--- src/rtl/sys_op_ctrl.sv ---
// sys_op_ctrl: system-op sequencer (ebreak / ecall / mret / wfi).
// Takes one system op from execute, stalls the pipeline while it drains,
// then halts, redirects (with an optional trap CSR write) or waits for an
// interrupt.
// Optional build macro: SYS_DRAIN_WDOG_EN adds a drain watchdog that halts
// the core when drain_done does not arrive within DRAIN_TIMEOUT cycles.
//
// state    | meaning
// ---------+---------------------------------------------------------
// IDLE     | pipeline running, waiting for a valid system op
// DRAIN    | op latched, pipeline stalled until drain_done
// REDIRECT | single cycle: flush + PC redirect (+ epc write for ecall)
// WFI      | stalled until irq_pending, then redirect to pc+4
// HALT     | ebreak or watchdog expiry, left only by reset
module sys_op_ctrl #(
  parameter int DRAIN_TIMEOUT = 255
) (
  input  logic        clk,
  input  logic        rst,
  input  logic        ex_valid,
  input  logic [63:0] ex_pc,
  input  logic        ebreak_op,
  input  logic        ecall_op,
  input  logic        mret_op,
  input  logic        wfi_op,
  input  logic        drain_done,
  input  logic        irq_pending,
  input  logic [63:0] mtvec,
  input  logic [63:0] mepc,
  output logic        stall,
  output logic        flush,
  output logic        redirect_valid,
  output logic [63:0] redirect_pc,
  output logic        epc_we,
  output logic [63:0] epc,
  output logic [3:0]  cause,
  output logic        halted,
  output logic        busy,
  output logic        timeout
);

  localparam logic [2:0] S_IDLE     = 3'd0;
  localparam logic [2:0] S_DRAIN    = 3'd1;
  localparam logic [2:0] S_REDIRECT = 3'd2;
  localparam logic [2:0] S_WFI      = 3'd3;
  localparam logic [2:0] S_HALT     = 3'd4;

  localparam logic [1:0] OP_EBREAK = 2'd0;
  localparam logic [1:0] OP_ECALL  = 2'd1;
  localparam logic [1:0] OP_MRET   = 2'd2;
  localparam logic [1:0] OP_WFI    = 2'd3;

  localparam logic [3:0] CAUSE_ECALL_M = 4'd11;

  logic [2:0]  state;
  logic [1:0]  op_q;
  logic [63:0] pc_q;
  logic [63:0] target_q;
  logic        op_start;
  logic [1:0]  op_sel;
  logic        wdog_expire;

  assign op_start = ex_valid && (ebreak_op || ecall_op || mret_op || wfi_op);

  // Fixed priority among simultaneously decoded ops
  always_comb begin
    op_sel = OP_WFI;
    if (ebreak_op)     op_sel = OP_EBREAK;
    else if (ecall_op) op_sel = OP_ECALL;
    else if (mret_op)  op_sel = OP_MRET;
  end

`ifdef SYS_DRAIN_WDOG_EN
  localparam logic [7:0] WDOG_LAST = 8'(DRAIN_TIMEOUT - 1);

  logic [7:0] drain_cnt;
  logic       timeout_q;

  // drain_done in the limit cycle wins over expiry
  assign wdog_expire = (state == S_DRAIN) && !drain_done && (drain_cnt == WDOG_LAST);

  // Drain cycle counter, cleared on DRAIN entry
  always_ff @(posedge clk or posedge rst) begin
    if (rst)                                drain_cnt <= 8'd0;
    else if (state == S_IDLE && op_start)   drain_cnt <= 8'd0;
    else if (state == S_DRAIN && !drain_done) drain_cnt <= drain_cnt + 8'd1;
  end

  // Sticky timeout flag
  always_ff @(posedge clk or posedge rst) begin
    if (rst)              timeout_q <= 1'b0;
    else if (wdog_expire) timeout_q <= 1'b1;
  end

  assign timeout = timeout_q;
`else
  assign wdog_expire = 1'b0;
  assign timeout     = 1'b0;
`endif

  // Main sequencer: latches the op/pc and the redirect target
  always_ff @(posedge clk or posedge rst) begin
    if (rst) begin
      state    <= S_IDLE;
      op_q     <= OP_EBREAK;
      pc_q     <= 64'h0;
      target_q <= 64'h0;
    end else begin
      case (state)
        S_IDLE: begin
          if (op_start) begin
            pc_q  <= ex_pc;
            op_q  <= op_sel;
            state <= S_DRAIN;
          end
        end
        S_DRAIN: begin
          if (drain_done) begin
            case (op_q)
              OP_EBREAK: state <= S_HALT;
              OP_ECALL: begin
                target_q <= mtvec;
                state    <= S_REDIRECT;
              end
              OP_MRET: begin
                target_q <= mepc;
                state    <= S_REDIRECT;
              end
              default: state <= S_WFI;
            endcase
          end else if (wdog_expire) begin
            state <= S_HALT;
          end
        end
        S_REDIRECT: state <= S_IDLE;
        S_WFI: begin
          if (irq_pending) begin
            target_q <= pc_q + 64'd4;
            state    <= S_REDIRECT;
          end
        end
        S_HALT:  state <= S_HALT;
        default: state <= S_IDLE;
      endcase
    end
  end

  // Outputs decoded from state and latched registers only
  always_comb begin
    stall          = (state != S_IDLE);
    busy           = (state != S_IDLE);
    halted         = (state == S_HALT);
    redirect_valid = (state == S_REDIRECT);
    flush          = (state == S_REDIRECT);
    redirect_pc    = (state == S_REDIRECT) ? target_q : 64'h0;
    epc_we         = (state == S_REDIRECT) && (op_q == OP_ECALL);
    epc            = epc_we ? pc_q : 64'h0;
    cause          = epc_we ? CAUSE_ECALL_M : 4'h0;
  end

endmodule

--- config.mk ---
export PLATFORM = sky130hd
export DESIGN_NAME = sys_op_ctrl
export DESIGN_NICKNAME = d
export VERILOG_FILES = /design/src/rtl/sys_op_ctrl.sv
export SDC_FILE = /design/constraint.sdc
export NUM_CORES = 1
export LEC_CHECK = 0
export CAP_MARGIN = 20
export CORE_MARGIN = 2
export CORE_UTILIZATION = 40
export DETAILED_ROUTE_END_ITERATION = 10
export GPL_ROUTABILITY_DRIVEN = 0
export PLACE_DENSITY = 0.88
export SLEW_MARGIN = 5
export SYNTH_ARGS = -nofsm -noshare
export SYNTH_HDL_FRONTEND = slang
export SYNTH_SLANG_ARGS = --single-unit
--- constraint.sdc ---
create_clock -name clk -period 3.8 [get_ports clk]
set_input_delay 0.38 -clock clk [delete_from_list [all_inputs] [get_ports clk]]
set_output_delay 0.38 -clock clk [all_outputs]
set_load 0.05 [all_outputs]
==> PnR_summary.wiki, run 1 <==
{| class="wikitable"
! Metric !! Value
|-
| GRT Util Overall || 26.30%
|-
| Global-route wire length before repair || 45130 um
|-
| Source of the worst hold timing path || target_q[44]
|-
| Layout-stage area growth over the synthesis result || 49.70%
|-
| Worst hold path depth || 2
|-
| Post-DR wirelength/cell || 19.23 um
|-
| Avg Cell Area, Syn || 8.772 um2
|-
| Unrepaired setup endpoints after global routing || no
|-
| Floorplan die area || 22090 um2
|-
| Top cells by area in the synthesized netlist || sky130_fd_sc_hd__dfrtp_1 (40%), sky130_fd_sc_hd__and2_1 (9.6%), sky130_fd_sc_hd__mux2_2 (8.6%), sky130_fd_sc_hd__nand2_1 (5.3%), sky130_fd_sc_hd__xnor2_1 (4.3%)
|-
| Count of max-cap constraint violations || 0
|-
| Post-layout min period || 3.290 ns
|-
| R2r setup slk || 1.00 ns
|-
| Area share of the largest cell type after synthesis || 39.77%
|-
| Number of remaining DRC errors || 0
|-
| Number of enable flip-flop cells after synthesis || 0
|-
| Worst hold path class || reg -> reg
|-
| 1st-pass router iterations || 5
|-
| Skew final || 0.01158 ns
|-
| Final count of pins violating max slew || 0
|-
| Final critical-path share of the clock period || 86.58%
|-
| Sort of element at the end of the critical path || primary output
|-
| Final net count || 1454
|-
| Clock buffer depth || 2
|-
| Root Buffer Master || sky130_fd_sc_hd__clkbuf_16
|-
| Part of the Yosys area used for sequential elements || 39.77%
|-
| Clock network latency to the later pin of the worst-skew pair || 0.42 ns
|-
| Count of antenna diodes in the layout || 0
|-
| Crit path required time || 3.42 ns
|-
| Result of the run || finished, final reports clean
|-
| GR met2 Demand/Resource || 43.96%
|-
| Warnings, synthesis || 0
|-
| Post-CTS Hold Fix Bufs || 0
|-
| Height of the chip || 148.6 um
|-
| Remaining global-route overflow || 0
|-
| Max rail drop VDD || 0.7364 mV
|-
| Chip width || 148.6 um
|-
| Count of instances resized after the clock tree is built || 0
|-
| Met1 track utilization from global routing || 33.52%
|-
| Drt total wl || 29490 um
|-
| Total clock buffers created by CTS || 17
|-
| Cell type contributing the most total cell area after synthesis || sky130_fd_sc_hd__dfrtp_1
|-
| Static leakage power || 5.114 nW
|-
| Arrival time reported for the critical path endpoint || 2.91 ns
|-
| Number of storage elements in the synthesis netlist || 133
|-
| Depth of the most critical reg-to-reg path || 6
|-
| Count of different cell masters after synthesis || 43
|-
| Layer with the highest usage after global routing || met2
|-
| Area of the core || 20360 um2
|-
| Ys async rst share || 100.0%
|-
| H-tree levels || 4
|-
| Routed vias/inst || 5.424
|-
| Post-synthesis cell area || 8368 um2
|-
| Pwr dens || 638.7 nW/um2
|-
| Detail Placement HPWL || 21570 um
|-
| Vias post-DR || 8320
|-
| Fin Setup TNS || 0 ns
|-
| Iter 0 DRT Violations || 522
|-
| Count of standard-cell rows || 52
|-
| Prevailing post-synth register cell || sky130_fd_sc_hd__dfrtp_1
|-
| Buffers added on ports || 337
|-
| Number of antenna violations at the first check in global routing || 0
|-
| Number of fill cells in the layout || 1707
|-
| Worst R2R End || target_q[55]
|-
| Design area || 12530 um2
|-
| Hold Fails Final Rpt || 0
|-
| Highest attainable clock frequency || 303.9 MHz
|-
| Buffers inserted by post-CTS timing repair || 0
|-
| Worst slew pin tran || 0.9669 ns
|-
| Element type at the critical path start || register
|-
| Met3 Track Usage GR || 5.368%
|-
| Hold Crit Endpoint || target_q[44]
|-
| Placed instance area || 11930 um2
|-
| CP Max Fanout || 68
|-
| Start-to-end type of the worst setup path || reg -> out
|-
| Worst hold slack || 0.4549 ns
|-
| Antenna-violating nets left || 0
|-
| R2R Path Start || pc_q[8]
|-
| TritonCTS clock tree || built
|-
| Via count of the first global-routing pass || 8120
|-
| Fraction of layout instances using a drive strength above 1 || 10.44%
|-
| Count of pins on the block boundary || 340
|-
| Initial core utilization || 41.09%
|-
| Number of setup violations in the final report || 0
|-
| Number of sinks driven by the clock tree || 133
|-
| Clock edge transition at the registers on the reported setup and hold paths || 0.06 ns
|-
| Post-Synthesis Cells || 954
|-
| Largest net degree at the start of global routing || 70
|-
| Rel. slew slack || 35.54%
|}
[power by group]
| part | total, mW | leakage, nW | internal, mW | switching (mW) |
|---|---|---|---|---|
| Combinational | 3.38 | 3.21 | 1.52 | 1.87 |
| Clock | 1.62 | 0.279 | 0.980 | 0.643 |
| Sequential | 2.99 | 1.62 | 2.11 | 0.888 |
[synth_stat cells (2+ instances only)]
library cell	n
sky130_fd_sc_hd__and3_1	6
sky130_fd_sc_hd__o31ai_1	3
sky130_fd_sc_hd__nor3_1	38
sky130_fd_sc_hd__nand2b_1	5
sky130_fd_sc_hd__nand3_1	37
sky130_fd_sc_hd__nor2b_1	3
sky130_fd_sc_hd__clkbuf_1	46
sky130_fd_sc_hd__buf_2	8
sky130_fd_sc_hd__buf_4	7
sky130_fd_sc_hd__dfrtp_1	133
sky130_fd_sc_hd__nand2_1	118
sky130_fd_sc_hd__nor4_1	10
sky130_fd_sc_hd__buf_1	10
sky130_fd_sc_hd__nand4_1	21
sky130_fd_sc_hd__xnor2_1	41
sky130_fd_sc_hd__and2_1	129
sky130_fd_sc_hd__a211oi_1	2
sky130_fd_sc_hd__mux2i_1	33
sky130_fd_sc_hd__a22o_1	4
sky130_fd_sc_hd__nor2_1	36
sky130_fd_sc_hd__nand4_2	3
sky130_fd_sc_hd__inv_1	12
sky130_fd_sc_hd__or3_1	4
sky130_fd_sc_hd__o21ai_1	13
sky130_fd_sc_hd__a21oi_1	60
sky130_fd_sc_hd__and4_1	4
sky130_fd_sc_hd__nor4_2	2
sky130_fd_sc_hd__xor2_1	14
sky130_fd_sc_hd__nor3b_1	2
sky130_fd_sc_hd__nor4_4	2
sky130_fd_sc_hd__nor3_2	6
sky130_fd_sc_hd__a31oi_1	6
sky130_fd_sc_hd__o21ai_0	63
sky130_fd_sc_hd__mux2_2	64
[worst max-delay path, stage by stage, from the launching register on]
cell                              delay, ns
sky130_fd_sc_hd__dfrtp_1               0.43
sky130_fd_sc_hd__inv_1                 0.17
sky130_fd_sc_hd__nor4_2                0.29
sky130_fd_sc_hd__buf_4                 0.53
sky130_fd_sc_hd__and2_1                0.22
sky130_fd_sc_hd__clkdlybuf4s50_1       0.81
[logic make-up after synthesis]
| kind of cell | after synthesis | synth area share, % |
|---|---|---|
| simple gates | 431 | 27.89 |
| compound gates | 153 | 9.674 |
| flops | 133 | 39.77 |
| mux | 97 | 12.56 |
| buf+inv | 83 | 4.157 |
| xor+xnor | 55 | 5.757 |
| fa+ha+maj | 1 | 0.1495 |
| other cells | 1 | 0.04481 |
[per-layer routing]
layer | wire length, um | vias up
li1 | - | 3863
met1 | 11960 | 4005
met2 | 14250 | 388
met3 | 2382 | 64
met4 | 896 | 0
met5 | 0 | -
[final cells by class]
cell class | count | area [um2] | share of cell area, %
clock buffer | 19 | 442.9 | 3.536
clock inverter | 12 | 130.1 | 1.039
multi-input combinational | 739 | 4743 | 37.86
inverter | 12 | 48.80 | 0.3895
sequential | 133 | 3328 | 26.57
timing repair buffer | 349 | 3496 | 27.91
tap | 270 | 337.8 | 2.697
[placed cells by master (no fill, tap or decap), drive strengths merged, types with 4 or more instances in the layout]
cell type / instances
clkdlybuf4s50: 337
dfrtp: 133
and2: 129
nand2: 118
o21ai: 76
mux2: 64
a21oi: 60
nor3: 44
xnor2: 41
nand3: 38
nor2: 36
mux2i: 33
nand4: 24
clkbuf: 19
xor2: 14
nor4: 14
inv: 13
buf: 12
a31oi: 6
and3: 6
clkinv: 6
nand2b: 5
and4: 4
or3: 4
a22o: 4
[flip-flops by register name, summed over array words and instances, names as in the netlist]
name / cells
state: 3
op_q: 2
target_q: 64
pc_q: 64
[through the flow]
step	setup slack, ns	instances	util [%]	power [mW]
final	0.5099	1534	61.51	8.001
after global placement	1.083	1502	58.56	6.236
after floorplan	1.406	955	-	5.100
after CTS	0.5083	1533	61.38	8.011
after global routing	0.3385	1534	61.51	8.471
after detailed placement	0.9698	1502	58.56	6.349
[worst max path at each step]
stage             start      end  slack (ns)  cells past startpoint
5_1_grt        state[1]  epc[55]        0.34                      5
2_1_floorplan  state[1]  epc[54]        1.41                      4
3_5_place_dp   state[1]  epc[44]        0.97                      5
4_1_cts        state[1]  epc[19]        0.51                      5
3_3_place_gp   state[1]  epc[43]        1.08                      5
6_report       state[1]  epc[44]        0.51                      5
Power figures use the tool's default switching activity.
==> inputs of run 2 (changes only) <==
CTS_CLUSTER_DIAMETER = 200   (was default)
==> results of run 2 <==
No change in the layout: final DEF, timing and power equal those of run 1.
